### src/rtl/fsm_pkg.sv
// Shared definitions for the FSM output-code monitor: legal codes, state indices,
// control bundle and the reference next-state function.
package fsm_pkg;

  localparam int unsigned CODE_W  = 9;
  localparam int unsigned IDX_W   = 3;
  localparam int unsigned CNT_W   = 8;

  // Output code layout: {out1[2:0], out2[2:0], even, odd, terminal}
  localparam logic [CODE_W-1:0] CODE_FIRST  = 9'b011_010_1_0_0;
  localparam logic [CODE_W-1:0] CODE_SECOND = 9'b101_100_0_1_0;
  localparam logic [CODE_W-1:0] CODE_THIRD  = 9'b010_111_1_0_0;
  localparam logic [CODE_W-1:0] CODE_FOURTH = 9'b110_011_0_1_0;
  localparam logic [CODE_W-1:0] CODE_FIFTH  = 9'b101_010_1_0_1;

  localparam logic [CNT_W-1:0] CNT_MAX = '1;

  typedef enum logic [IDX_W-1:0] {
    ST_FIRST   = 3'd0,
    ST_SECOND  = 3'd1,
    ST_THIRD   = 3'd2,
    ST_FOURTH  = 3'd3,
    ST_FIFTH   = 3'd4,
    ST_ILLEGAL = 3'd7
  } state_idx_e;

  typedef struct packed {
    logic restart;
    logic pause;
    logic goto_third;
  } ctrl_t;

  // Reference behaviour of the monitored FSM.
  function automatic state_idx_e next_state(input state_idx_e cur, input ctrl_t ctrl);
    state_idx_e nxt;
    nxt = ST_ILLEGAL;
    case (cur)
      ST_FIRST:  nxt = (ctrl.restart || ctrl.pause) ? ST_FIRST : ST_SECOND;
      ST_SECOND: nxt = ctrl.restart ? ST_FIRST : (ctrl.pause ? ST_SECOND : ST_THIRD);
      ST_THIRD:  nxt = ctrl.restart ? ST_FIRST : (ctrl.pause ? ST_THIRD : ST_FOURTH);
      ST_FOURTH: nxt = ctrl.restart ? ST_FIRST : (ctrl.pause ? ST_FOURTH : ST_FIFTH);
      ST_FIFTH:  nxt = ctrl.goto_third ? ST_THIRD : (ctrl.restart ? ST_FIRST : ST_FIFTH);
      default:   nxt = ST_ILLEGAL;
    endcase
    return nxt;
  endfunction

endpackage

### src/rtl/fsm_code_decode.sv
// Combinational decode of a 9-bit FSM output code into its state index.
module fsm_code_decode
  import fsm_pkg::*;
(
  input  logic [CODE_W-1:0] i_code,
  output state_idx_e        o_idx_c
);

  always_comb begin
    o_idx_c = ST_ILLEGAL;
    case (i_code)
      CODE_FIRST:  o_idx_c = ST_FIRST;
      CODE_SECOND: o_idx_c = ST_SECOND;
      CODE_THIRD:  o_idx_c = ST_THIRD;
      CODE_FOURTH: o_idx_c = ST_FOURTH;
      CODE_FIFTH:  o_idx_c = ST_FIFTH;
      default:     o_idx_c = ST_ILLEGAL;
    endcase
  end

endmodule

### src/rtl/fsm_monitor.sv
// Watches an FSM's output code and controls, flags illegal codes and illegal
// transitions, and keeps lap / error counters.
module fsm_monitor
  import fsm_pkg::*;
(
  input  logic              clk,
  input  logic              rst_n,
  input  logic              restart,
  input  logic              pause,
  input  logic              goto_third,
  input  logic [2:0]        out1,
  input  logic [2:0]        out2,
  input  logic              even,
  input  logic              odd,
  input  logic              terminal,
  input  logic              clr,
  output logic [IDX_W-1:0]  state_idx,
  output logic              code_err,
  output logic              trans_err,
  output logic              err_sticky,
  output logic [CNT_W-1:0]  lap_cnt,
  output logic [CNT_W-1:0]  err_cnt
);

  logic [CODE_W-1:0] w_code;
  ctrl_t             w_ctrl;
  state_idx_e        w_dec_c;
  state_idx_e        w_expected;
  logic              w_check;
  logic              w_code_err;
  logic              w_trans_err;
  logic              w_lap;

  state_idx_e        r_state_idx;
  ctrl_t             r_ctrl;
  logic              r_valid;
  logic              r_code_err;
  logic              r_trans_err;
  logic              r_err_sticky;
  logic [CNT_W-1:0]  r_lap_cnt;
  logic [CNT_W-1:0]  r_err_cnt;

  assign w_code = {out1, out2, even, odd, terminal};
  assign w_ctrl = '{restart: restart, pause: pause, goto_third: goto_third};

  fsm_code_decode u_decode (
    .i_code  (w_code),
    .o_idx_c (w_dec_c)
  );

  // Transition check only runs when the previous sample was a known state.
  always_comb begin
    w_expected  = next_state(r_state_idx, r_ctrl);
    w_check     = r_valid && (r_state_idx != ST_ILLEGAL);
    w_code_err  = (w_dec_c == ST_ILLEGAL);
    w_trans_err = !w_code_err && w_check && (w_dec_c != w_expected);
    w_lap       = !w_code_err && !w_trans_err && w_check &&
                  (r_state_idx == ST_FOURTH) && (w_dec_c == ST_FIFTH);
  end

  always_ff @(posedge clk or negedge rst_n) begin
    if (!rst_n) begin
      r_state_idx  <= ST_FIRST;
      r_ctrl       <= '0;
      r_valid      <= 1'b0;
      r_code_err   <= 1'b0;
      r_trans_err  <= 1'b0;
      r_err_sticky <= 1'b0;
      r_lap_cnt    <= '0;
      r_err_cnt    <= '0;
    end else begin
      r_state_idx <= w_dec_c;
      r_ctrl      <= w_ctrl;
      r_valid     <= 1'b1;
      r_code_err  <= w_code_err;
      r_trans_err <= w_trans_err;
      // clr wins over any same-cycle count/sticky update; pulses are unaffected.
      if (clr) begin
        r_err_sticky <= 1'b0;
        r_lap_cnt    <= '0;
        r_err_cnt    <= '0;
      end else begin
        if (w_code_err || w_trans_err) begin
          r_err_sticky <= 1'b1;
          if (r_err_cnt != CNT_MAX) r_err_cnt <= r_err_cnt + CNT_W'(1);
        end
        if (w_lap && (r_lap_cnt != CNT_MAX)) r_lap_cnt <= r_lap_cnt + CNT_W'(1);
      end
    end
  end

  assign state_idx  = IDX_W'(r_state_idx);
  assign code_err   = r_code_err;
  assign trans_err  = r_trans_err;
  assign err_sticky = r_err_sticky;
  assign lap_cnt    = r_lap_cnt;
  assign err_cnt    = r_err_cnt;

endmodule

### config.mk
export PLATFORM = sky130hd
export DESIGN_NAME = fsm_monitor
export DESIGN_NICKNAME = d
export VERILOG_FILES = /design/src/rtl/fsm_pkg.sv /design/src/rtl/fsm_code_decode.sv /design/src/rtl/fsm_monitor.sv
export SDC_FILE = /design/constraint.sdc
export NUM_CORES = 1
export LEC_CHECK = 0
export CAP_MARGIN = 20
export CELL_PAD_IN_SITES_DETAIL_PLACEMENT = 0
export CELL_PAD_IN_SITES_GLOBAL_PLACEMENT = 1
export CORE_UTILIZATION = 34
export DETAILED_ROUTE_END_ITERATION = 8
export PLACE_DENSITY_LB_ADDON = 0.1
export SYNTH_ARGS = -nofsm -noshare
export SYNTH_HDL_FRONTEND = slang
export SYNTH_SLANG_ARGS = --single-unit
export TNS_END_PERCENT = 100
### constraint.sdc
create_clock -name clk -period 2.32 [get_ports clk]
set_input_delay 0.232 -clock clk [delete_from_list [all_inputs] [get_ports clk]]
set_output_delay 0.232 -clock clk [all_outputs]
set_load 0.01 [all_outputs]
# Word level (Yosys, flattened, before mapping)

Index checks and enable logic that the tools add are counted.

$add $sub $neg: 2
Equal/unequal tests: 15
Muxes and demuxes: 18
Reductions and logical operators: 17

Operator list:

| cell                | number |
|---|---|
| $mux 8              | 5 |
| $pmux 3 s5          | 2 |
| $eq 9x9->1 const B  | 3 |
| $eq 9x8->1 const B  | 2 |
| $add 8x1->8 const B | 2 |
| $ne 8x8->1 const B  | 2 |
| $mux 3              | 4 |
| $eq 3x3->1 const B  | 3 |
| $logic_and 1x1->1   | 8 |
| $eq 3x2->1 const B  | 2 |
| $mux 2              | 3 |
| $reduce_bool 2->1   | 3 |
| $mux 1              | 4 |
| $eq 3x1->1 const B  | 1 |
| $logic_not 3->1     | 1 |
| $ne 3x3->1          | 1 |
| $ne 3x3->1 const B  | 1 |
| $logic_not 1->1     | 2 |
| $logic_or 1x1->1    | 2 |
| $reduce_and 2->1    | 1 |

Register bits after elaboration: 26
Input bits: 15
Output and inout port bits: 22
Word-level logic and storage cells: 62

# Logic depth before layout (Yosys ltp)

Depth after elaboration: 14
Depth in mapped cells: 9
Depth with buffers taken out: 8

# Modules after synthesis

From an unflattened synthesis, not the netlist that was laid out.

Cells, all modules: 170
Area, all modules: 1,639.1 µm²

Modules (own cells, without submodules):

| module          | times used | cells an instance | area an instance (µm²) | seq. area each (µm²) |
|---|---|---|---|---|
| fsm_monitor     | 1          | 151               | 1,490.2                | 650.6 |
| fsm_code_decode | 1          | 19                | 148.9                  | 0.0 |

# Worst setup path before layout

No wires, ideal clock.

Kind: register to register
From: register r_state_idx[2] (netlist: state_idx[2])
To: register r_err_cnt[3] (netlist: err_cnt[3])
Library setup time: 0.127 ns
Arrival time: 2.435 ns
Required time: 2.193 ns
Slack: -0.242 ns
Stages on the path, launching flop included: 10
Path buffers: 1
Clock period less this slack: 2.562 ns
Path through: dfrtp_1 -> buf_6 -> or3_1 -> a21o_1 -> a22o_1 -> a32oi_4 -> nand4b_4 -> a2bb2oi_4 -> nand4_1 -> mux2_1

Longest elaborated chain between the ends: 7
Elaborated cells between the ends (all ways): 14
Classes of those cells: eq/ne (6); mux (1); reduce/logical (7)

Ends and longest elaborated chain:

| item                                            | RTL line                         | text |
|---|---|---|
| from (decl)                                     | fsm_monitor.sv:34                | `state_idx_e r_state_idx;` |
| from (signal assigned)                          | fsm_monitor.sv:72                | `r_state_idx <= w_dec_c;` |
| $eq 3x3->1, or another cell as far along        | fsm_pkg.sv:37                    | `case (cur)` |
| $pmux 3 s5 or $logic_and 1x1->1 (tied branches) | fsm_pkg.sv:37, fsm_monitor.sv:54 |  |
| $ne 3x3->1 or $logic_and 1x1->1 (tied branches) | fsm_monitor.sv:56                | `w_trans_err = !w_code_err && w_check && (w_dec_c != w_expected);` |
| $logic_and 1x1->1 (*)                           | fsm_monitor.sv:56                |  |
| $logic_or 1x1->1 (*)                            | fsm_monitor.sv:83                | `if (w_code_err \|\| w_trans_err) begin` |
| $reduce_bool 2->1 (no line) (*)                 | -                                |  |
| $reduce_and 2->1 (no line) (*)                  | -                                |  |
| to (signal assigned)                            | fsm_monitor.sv:85                | `if (r_err_cnt != CNT_MAX) r_err_cnt <= r_err_cnt + CNT_W'(1);` |
| to (decl)                                       | fsm_monitor.sv:41                | `logic [CNT_W-1:0] r_err_cnt;` |

Every way passes the cells marked *; elsewhere a longest branch is shown, timed or not.
A chain may end at the register's enable or synchronous reset.

# Worst setup path after layout

From: register r_state_idx[2] (netlist: state_idx[2])
To: register r_lap_cnt[2] (netlist: lap_cnt[2])

Longest elaborated chain between the ends: 11
Elaborated cells between the ends (all ways): 18
Classes of those cells: eq/ne (6); mux (1); reduce/logical (11)

Ends and longest elaborated chain:

| item                                            | RTL line                         | text |
|---|---|---|
| $eq 3x3->1, or another cell as far along        | fsm_pkg.sv:37                    |  |
| $pmux 3 s5 or $logic_and 1x1->1 (tied branches) | fsm_pkg.sv:37, fsm_monitor.sv:54 |  |
| $ne 3x3->1 or $logic_and 1x1->1 (tied branches) | fsm_monitor.sv:56                |  |
| $logic_and 1x1->1                               | fsm_monitor.sv:56                |  |
| $logic_not 1->1                                 | fsm_monitor.sv:57                | `w_lap = !w_code_err && !w_trans_err && w_check &&` |
| $logic_and 1x1->1 (2 in a row)                  | fsm_monitor.sv:57                |  |
| $logic_and 1x1->1 (*)                           | fsm_monitor.sv:57                |  |
| $logic_and 1x1->1 (*)                           | fsm_monitor.sv:58                | `(r_state_idx == ST_FOURTH) && (w_dec_c == ST_FIFTH);` |
| $logic_and 1x1->1 (*)                           | fsm_monitor.sv:87                | `if (w_lap && (r_lap_cnt != CNT_MAX)) r_lap_cnt <= r_lap_cnt + CNT_W'(1);` |
| $reduce_bool 2->1 (no line) (*)                 | -                                |  |
| to (signal assigned)                            | fsm_monitor.sv:87                |  |
| to (decl)                                       | fsm_monitor.sv:40                | `logic [CNT_W-1:0] r_lap_cnt;` |

Marked as above.

==> reports/qor.yml <==
num_rows: 24
grt_pass1_vias: 1465
leakage_nw: 1.09
cts_made_buffers: 3
r2r_end: "lap_cnt[2]"
yosys.area_share.simple: 0.283
worst_setup_path_start_kind: "flip-flop"
dieHeight_um: 70.7
p_sw_uw: 222
yosys_warnings: 0
path_buf_inv: 4
synth_edf_count: 0
seqPwrFrac: 0.482
finalInstanceArea_mm2: 0.00253
critical_path_class: "flip-flop to flip-flop"
diodes: 0
core_area_mm2: 0.00444
dp_hpwl_um: 2950
num_vias: 1505
failed_checks: "design-rule violations, negative setup slack"
synth_cell_types: 53
grt_antenna_before_repair: 0
clock_latency_ns: 0.28
synth_top_family_by_area: "simple AND/OR/NAND/NOR gates"
report.final.setup_viol: 16
holdBufCountCts: 0
synth_seq_cells: 26
cp_data_arrival_time_ns: 2.66
slew_violations: 0
drt_iter0_drc: 74
synth_nets: 178
synth_async_sr_flop_share: 1.00
cp_top_family: "compound AO/OA/AOI/OAI gates"
ir_drop_mv: 0.222
finalHoldViolations: 0
synth_ff_type: "dfrtp_1"
rr_worst_depth: 12
grt_first_pass_wirelength_um: 6960
cp_slowest_cell: "dfrtp_2"
crit_start: "state_idx[2]"
final_common_cell: "buf_4"
syn-mean-instance-area_um2: 9.96
synth_compound_area_frac: 0.185
synth.area.mux_share: 0.0398
antenna_left: 0
power.density_mw_per_mm2: 388
rsz0062_at_grt: "true"
endpoint_kind: "flip-flop"
utilization: 0.569
synth_area_mm2: 0.00160
syn_inst: 161
seq_area_frac_synth: 0.406
drive_gt1_frac: 0.308
period_needed_ns: 2.45
initial_utilization: 0.361
place_congestion: 0.834
vias_per_cell: 5.26
final_cell_mix: "buf_4, clkdlybuf4s50_1, dfrtp_1, nor2_1, nand2_1"
drc: 11
syn2layout_area_growth_pct: 57.8
io_pins: 37
layout_setup_ws_ns: -0.130
synth-adder-area-share: 0.0156
die_area_mm2: 0.00499
route.met3.wl_um: 118
synthXorXnorAreaFrac: 0.0492
finalWirelength_um: 4070
maxCapViolCount: 0
swShare: 0.226
power.internal_uw: 760
reg2reg_from: "state_idx[2]"
dpl-instance-area_mm2: 0.00221
min-delay-path-class: "input pin to async pin"
crit_chain: "or3_4 -> a21o_1 -> a211oi_2 -> buf_4 -> a32oi_4 -> buf_6 -> a311oi_4 -> buf_6 -> buf_4 -> nand2_1 -> xor2_1 -> nor2_1"
cts_root_buf: "clkbuf_8"
dp_worst_setup_slack_ns: -0.469
cts_max_level: 1
period_share: 1.06
clockBufferDepth: 2
clkPwrFrac: 0.394
final_nets: 252
gr-usage-all-layers: 0.175
wl_met1_um: 1900
cts_tree: "done"
critPathMaxFanout: 7
grt-ovfl-total: 0
top_layer_used: "met4"
path_clk_slew_ns: 0.10
fill_cells: 403
met2_length_um: 2010
max_freq_mhz: 408
instances_no_fill: 286
port_buffers: 36
power_uw: 982
cts_sinks: 26
wl_per_cell_um: 14.2
r2r_slack_ns: -0.13
status: "finished with violations"
placed_cells: 273
required_ns: 2.53
skew_ns: 0.00266
die_x_um: 70.7
critPathMaxStageDelay_ns: 0.46
pwr-share-comb: 0.124
grt_max_degree: 27
dr.pass1.iters: 6
[final cells by class]
type | instances | area (µm²) | share of cell area
multi-input cells | 129 | 1050 | 0.417
well taps | 52 | 65.1 | 0.0257
clock inverters | 1 | 30.0 | 0.0119
clock buffers | 3 | 41.3 | 0.0163
repair buffers | 73 | 678 | 0.268
flip-flops and latches | 26 | 652 | 0.258
inverters | 2 | 7.51 | 0.00297
[flip-flops by register name (all words and copies together), names as in the netlist]
signal,cells
err_cnt,8
lap_cnt,8
r_ctrl,3
state_idx,3
code_err,1
err_sticky,1
r_valid,1
trans_err,1
[cell usage after synthesis (all sizes together), types with 2 or more instances]
master,count,area [µm²]
a211oi,3,22.5
a21o,2,15.0
a21oi,6,30.0
and3,4,25.0
and4bb,2,25.0
buf,2,16.3
clkbuf,2,7.51
dfrtp,26,651
ha,2,25.0
inv,2,7.51
mux2,3,33.8
mux2i,3,30.0
nand2,13,48.8
nand2b,2,12.5
nand3,5,25.0
nand3b,2,15.0
nand4,7,43.8
nand4b,2,32.5
nand4bb,4,45.0
nor2,23,86.3
nor2b,6,37.5
o21ai,4,23.8
o21bai,2,18.8
o22ai,2,12.5
o311ai,2,17.5
xnor2,3,26.3
xor2,6,52.6
[worst reg2reg max path, stage by stage (launching register included)]
cell	delay [ns]
dfrtp_2	0.46
or3_4	0.33
a21o_1	0.23
a211oi_2	0.23
buf_4	0.14
a32oi_4	0.06
buf_6	0.15
a311oi_4	0.21
buf_6	0.17
buf_4	0.11
nand2_1	0.05
xor2_1	0.14
nor2_1	0.10
[routing by layer]
metal / global-route usage / vias to the layer above
li1: - / 736
met3: 0.0214 / 5
met4: 0.0533 / 0
met2: 0.293 / 29
met1: 0.237 / 735
met5: 0 / -
[metrics by stage]
step / hold WS (ns) / setup TNS, ns
final: 0.318 / -1.15
after global routing: 0.378 / -3.20
after CTS: 0.331 / -0.848
after detailed placement: 0.557 / -6.50
after global placement: 0.534 / -5.56
after floorplan: -0.0636 / -0.869
[power groups by stage]
stage          Sequential (mW)  Clock (mW)  Combinational, mW
2_1_floorplan            0.483           0             0.0358
3_3_place_gp             0.481           0              0.108
3_5_place_dp             0.482           0              0.111
4_1_cts                  0.473       0.399              0.115
5_1_grt                  0.475       0.413              0.135
6_report                 0.473       0.386              0.122
[worst max-delay path by stage]
stage                      end  slack, ns  cells after the start
CTS                 err_cnt[4]      -0.13                      8
global route        lap_cnt[4]      -0.26                     11
global placement    err_cnt[6]      -0.41                      9
finish              lap_cnt[2]      -0.13                     12
detailed placement  err_cnt[6]      -0.47                      9
floorplan           err_cnt[6]      -0.15                      9
[what timing repair did]
action                     4_1_cts  5_1_grt
resized for setup                9       29
setup endpoints to repair       16       18
buffers inserted                 4        5
pin swaps                        7       15
[cells by family after synthesis]
family	count (synthesis)
AO/OA/AOI/OAI	33
XOR/XNOR	9
adder cells (fa/ha/maj)	2
buffers and inverters	6
flip-flops	26
multiplexers	6
other	1
AND/OR/NAND/NOR	78
(Power assumes the default switching activity.)
